`src/rtl/gb_probe_capture.sv`:
```
// gb_probe_capture: trigger-armed {instruction, probe} sampler feeding a ready/valid FIFO
module gb_probe_capture #(
  parameter int INSTR_W = 8,
  parameter int PROBE_W = 8,
  parameter int DEPTH   = 16,
  parameter int CNT_W   = 16
) (
  input  logic                       clock,
  input  logic                       reset,
  input  logic                       arm,
  input  logic                       clear,
  input  logic [INSTR_W-1:0]         trigger,
  input  logic [CNT_W-1:0]           capture_len,
  input  logic [INSTR_W-1:0]         instruction,
  input  logic                       valid,
  input  logic [PROBE_W-1:0]         probe,
  output logic                       out_valid,
  input  logic                       out_ready,
  output logic [INSTR_W+PROBE_W-1:0] out_data,
  output logic [1:0]                 state,
  output logic [CNT_W-1:0]           captured,
  output logic [CNT_W-1:0]           dropped,
  output logic                       overflow
);
  localparam int AW = $clog2(DEPTH);
  localparam int DW = INSTR_W + PROBE_W;
  localparam logic [CNT_W-1:0] CNT_MAX = '1;
  typedef enum logic [1:0] {IDLE, ARMED, CAPTURE, DONE} state_t;
  state_t cur, nxt;
  logic [DW-1:0] mem [DEPTH];
  logic [AW:0] wr_ptr, rd_ptr;
  logic empty, full, pop, take, push, drop, rearm;
  logic [CNT_W-1:0] cap_inc, drop_inc;
  assign empty    = wr_ptr == rd_ptr;
  assign full     = (wr_ptr[AW] != rd_ptr[AW]) && (wr_ptr[AW-1:0] == rd_ptr[AW-1:0]);
  assign pop      = !empty && out_ready;
  assign rearm    = (cur == IDLE || cur == DONE) && arm;
  assign take     = valid && (cur == CAPTURE || (cur == ARMED && instruction == trigger));
  // a full FIFO still accepts a push when the head leaves on the same edge
  assign push     = take && !clear && (!full || pop);
  assign drop     = take && !clear && full && !pop;
  assign cap_inc  = captured == CNT_MAX ? captured : captured + CNT_W'(1);
  assign drop_inc = dropped == CNT_MAX ? dropped : dropped + CNT_W'(1);
  assign out_valid = !empty;
  assign out_data  = empty ? '0 : mem[rd_ptr[AW-1:0]];
  assign state     = cur;
  always_comb begin
    nxt = cur;
    if (clear) nxt = IDLE;
    else if (rearm) nxt = ARMED;
    else if (take) nxt = (capture_len != '0 && cap_inc == capture_len) ? DONE : CAPTURE;
  end
  always_ff @(posedge clock or negedge reset)
    if (!reset) begin
      cur      <= IDLE;
      wr_ptr   <= '0;
      rd_ptr   <= '0;
      captured <= '0;
      dropped  <= '0;
      overflow <= 1'b0;
    end else begin
      cur <= nxt;
      if (clear) begin
        wr_ptr   <= '0;
        rd_ptr   <= '0;
        captured <= '0;
        dropped  <= '0;
        overflow <= 1'b0;
      end else begin
        if (push) wr_ptr <= wr_ptr + (AW+1)'(1);
        if (pop) rd_ptr <= rd_ptr + (AW+1)'(1);
        if (rearm) captured <= '0;
        else if (take) captured <= cap_inc;
        if (drop) begin
          dropped  <= drop_inc;
          overflow <= 1'b1;
        end
      end
    end
  always_ff @(posedge clock)
    if (push) mem[wr_ptr[AW-1:0]] <= {instruction, probe};
endmodule

```
`config.mk`:
```
export PLATFORM = sky130hd
export DESIGN_NAME = gb_probe_capture
export DESIGN_NICKNAME = d
export VERILOG_FILES = /design/src/rtl/gb_probe_capture.sv
export SDC_FILE = /design/constraint.sdc
export NUM_CORES = 1
export LEC_CHECK = 0
export CAP_MARGIN = 5
export CORE_MARGIN = 2
export CORE_UTILIZATION = 50
export DETAILED_ROUTE_END_ITERATION = 7
export HOLD_SLACK_MARGIN = 0.08
export PLACE_DENSITY_LB_ADDON = 0.12
export SLEW_MARGIN = 20
export SYNTH_ARGS = -nofsm -noshare
export SYNTH_HDL_FRONTEND = slang
export SYNTH_SLANG_ARGS = --single-unit
```
`constraint.sdc`:
```
create_clock -name clock -period 9.2 [get_ports clock]
set_input_delay 2.76 -clock clock [delete_from_list [all_inputs] [get_ports clock]]
set_output_delay 2.76 -clock clock [all_outputs]
set_load 0.02 [all_outputs]
```
==> PnR_summary.wiki <==
{| class="wikitable"
! Metric !! Value
|-
| GRT Total Usage || 0.236
|-
| Net count after synthesis || ~800
|-
| Period utilisation layout || 0.733
|-
| Gate Count Post-Synth || 753
|-
| Critical path class || flip-flop to output port
|-
| Cell area after layout || 0.0153 mm²
|-
| Reg-to-reg critical path startpoint || rd_ptr[1]
|-
| Overall power consumption || 2730 µW
|-
| Final Routed Wirelength || 30,800 µm
|-
| Tightest Pin Transition || 1.08 ns
|-
| Synthesized area per cell || 17.2 µm²
|-
| Tightest Hold Check Type || flip-flop to flip-flop
|-
| Horizontal extent of the die || approximately 160 µm
|-
| Predominant post-synthesis flop cell || edfxtp_1
|-
| Vias per cell || 6.08
|-
| Number of warnings printed during yosys synthesis || 0
|-
| Clock skew after layout || 0.0126 ns
|-
| Post-synthesis register bit count || 301
|-
| Htree depth || 1
|-
| Maximum Capacitance Violations || 0
|-
| Required time at the endpoint of the critical path || 6.44 ns
|-
| Number of enable-type register cells in the synthesized netlist || ~260
|-
| Final-layout worst hold slack || 0.557 ns
|-
| Top post-synthesis cells by area || edfxtp_1 (59%), mux4_2 (14%), dfrtp_1 (8.7%)
|-
| Hold Path Cell Cnt || 2
|-
| Worst Min Path Start || overflow
|-
| Unrepaired setup endpoints after global routing || false
|-
| Post-cts hold buffer count || 0
|-
| Number of cells on the worst reg-to-reg path || 7
|-
| Initial antenna violation count || 0
|-
| Placed instance area || 0.0143 mm²
|-
| Critical path fanouts, max || 35
|-
| Outcome || finished clean
|-
| Total of cells resized after clock tree synthesis || 0
|-
| Leakage power total || roughly 0.0049 µW
|-
| R2R setup slack || 6.00 ns
|-
| Slew headroom || 0.283
|-
| Vias in the first global route || about 7,600
|-
| Max Freq || 148 MHz
|-
| Initial DRC count || 785
|-
| Sink count of the clock tree || 301
|-
| Die footprint || 0.0272 mm²
|-
| Cells traversed along the worst timing path || buf_4 -> mux4_2 -> mux4_2 -> and2_1 -> clkdlybuf4s50_1
|-
| Yosys top cell area share || 0.594
|-
| Worst Setup Slack, final || ~2.5 ns
|-
| Number of nets in the final layout || around 920
|-
| First-pass GRT wire length || 46,900 µm
|-
| Critical-path cell with the highest stage delay || dfrtp_4
|-
| Placeable core area || about 0.025 mm²
|-
| Antenna-violating nets left || 0
|-
| Average detailed-routed wire length per instance || 25.3 µm
|-
| Clock-pin slew on the worst setup and hold paths || 0.06 ns
|-
| Number of different library cells in the post-synthesis netlist || 55
|-
| Capture point of the worst reg-to-reg path || dropped[13]
|-
| Total power divided by cell area || 179 mW/mm²
|-
| Peak per-stage delay on the critical path || 0.85 ns
|-
| End point of the most critical hold path || overflow
|-
| Number of buffers added on ports || between 90 and 100
|-
| Clock insertion delay at the later pin of the skew report || 0.56 ns
|-
| Cell mode on critical path || mux4_2
|-
| Detail Placement HPWL || 19,900 µm
|-
| Proportion of synthesized chip area in sequential cells || 0.681
|-
| Cell type with the largest total area after synthesis || edfxtp_1
|-
| Maximum vdd drop || ~140 µV
|-
| Async SR Flop Fraction || 0.150
|-
| Max-slew violation total from the final report || 0
|-
| Antenna diode instance count || 0
|-
| Via count || 7,406
|-
| Clock buffer count from CTS || 31
|-
| Starting Density || 0.511
|-
| Placement Setup Slack || 2.77 ns
|-
| Top-level port count || between 90 and 100
|-
| Area of the mapped netlist || about 0.013 mm²
|-
| Category of the worst setup path capture point || output port
|-
| Length of the first detailed-routing pass in iterations || 5
|-
| Maximum buffer depth of the clock tree || 3
|-
| Final setup fails || 0
|-
| Routability-driven placement congestion ratio || 0.922
|-
| Period minus WS final || 6.75 ns
|-
| Number of design rule violations left after detail routing || 0
|-
| Fraction of layout instances using a drive strength above 1 || 0.183
|-
| Fillers || 1,892
|-
| Root buffer cell || clkbuf_16
|-
| Pin count of the biggest net entering global routing || 69
|-
| Endpoints failing hold || 0
|-
| Startpoint kind of the worst setup timing path || flip-flop
|-
| Die Span Y || 165 µm
|-
| Sum of negative setup slack || 0 ns
|-
| Post-CTS setup buffer count || 0
|-
| Clock tree from TritonCTS || done
|-
| Data arrival time of the critical path || 3.99 ns
|-
| Area growth, synth to finish || 18.1%
|-
| Overall overflow remaining after global route || 0
|-
| Number of rows in the core area || 58
|}
power breakdown:
part	switching, µW	internal, µW	total (µW)	leakage [µW]
clock network	504	678	1180	0.000458
logic	43.1	25.9	69.0	0.00149
registers	0.741	1480	1480	0.00292
layout make-up:
| class | count | area [µm²] | area share |
|---|---|---|---|
| sequential | 301 | 8820 | 0.577 |
| multi-input combinational | 400 | 3920 | 0.257 |
| timing repair buffer | 121 | 1150 | 0.0750 |
| clock buffer | 49 | 873 | 0.0571 |
| tap | 330 | 413 | 0.0270 |
| clock inverter | 9 | 81.3 | 0.00532 |
| inverter | 9 | 33.8 | 0.00221 |
cells in the mapped netlist (12+ instances only):
library cell    n
edfxtp_1      256
a21oi_1        19
nand2_1        24
and2_1         19
clkbuf_1       25
xnor2_1        27
xor2_1         24
or3_1          13
nand3_1        19
mux4_2         80
nor3_1         18
dfrtp_1        45
buf_2          12
nor4_1         16
nor2_1         47
layer usage:
layer  global-route usage  share of wire  vias up
met5                    0              0        -
met4               0.0458          0.016        0
met3               0.0304          0.061       38
met2                0.411           0.51      292
met1                0.324           0.41     3841
li1                     -              -     3235
cells by family after synthesis:
group	share of synthesized area
buffers and inverters	0.0186
XOR/XNOR	0.0379
flip-flops	0.681
multiplexers	0.142
AND/OR/NAND/NOR	0.0823
adder cells (fa/ha/maj)	0.00870
AO/OA/AOI/OAI	0.0301
how the worst max path moves through the flow:
| stage | from | endpoint | cells past startpoint |
|---|---|---|---|
| finish | rd_ptr[0] | out_data[9] | 5 |
| global route | rd_ptr[0] | out_data[9] | 5 |
| CTS | rd_ptr[0] | out_data[9] | 5 |
| detailed placement | instruction[4] | wr_ptr[4] | 9 |
| global placement | rd_ptr[0] | out_data[9] | 5 |
| floorplan | trigger[4] | mem[15][0] | 4 |
per-stage QoR:
step	cells	util
after floorplan	753	-
after global placement	1161	0.566
after detailed placement	1161	0.566
after CTS	1219	0.604
after global routing	1219	0.604
final	1219	0.604
state kept, by name, summed over array words and instances (netlist names):
register  cells
overflow      1
wr_ptr        5
captured     16
mem         256
dropped      16
rd_ptr        5
state         2
cells in the final DEF (no fill, tap or decap), types with 3 or more instances in the layout:
| cell | Yosys | layout |
|---|---|---|
| clkdlybuf4s50_1 | 0 | 96 |
| a31oi_1 | 4 | 4 |
| nor2_1 | 47 | 47 |
| mux4_2 | 80 | 80 |
| edfxtp_1 | 256 | 256 |
| nand2b_1 | 6 | 6 |
| xnor2_1 | 27 | 27 |
| or4_1 | 4 | 4 |
| and3_1 | 6 | 6 |
| clkinv_2 | 0 | 3 |
| clkbuf_16 | 0 | 31 |
| and4_1 | 8 | 8 |
| mux2i_1 | 3 | 3 |
| nor3_2 | 0 | 4 |
| nor4_1 | 16 | 15 |
| o21ai_0 | 11 | 11 |
| clkbuf_8 | 0 | 3 |
| buf_4 | 0 | 24 |
| clkbuf_1 | 25 | 15 |
| o31ai_1 | 3 | 3 |
| nand3_1 | 19 | 19 |
| nor3_1 | 18 | 14 |
| nand4_1 | 8 | 8 |
| inv_1 | 9 | 9 |
| a311oi_1 | 4 | 4 |
| and2_1 | 19 | 19 |
| dfrtp_1 | 45 | 43 |
| nand2_1 | 24 | 24 |
| ha_1 | 9 | 9 |
| a21oi_1 | 19 | 19 |
| xor2_1 | 24 | 24 |
| or3_1 | 13 | 13 |
worst max-delay path, delay by kind of cell (launching register included):
kind	cells	cell delay, ns
and+or+nand+nor	1	0.17
buffers and inverters	2	1.23
muxes	2	1.14
DFF	1	0.85
(Power assumes the default switching activity.)
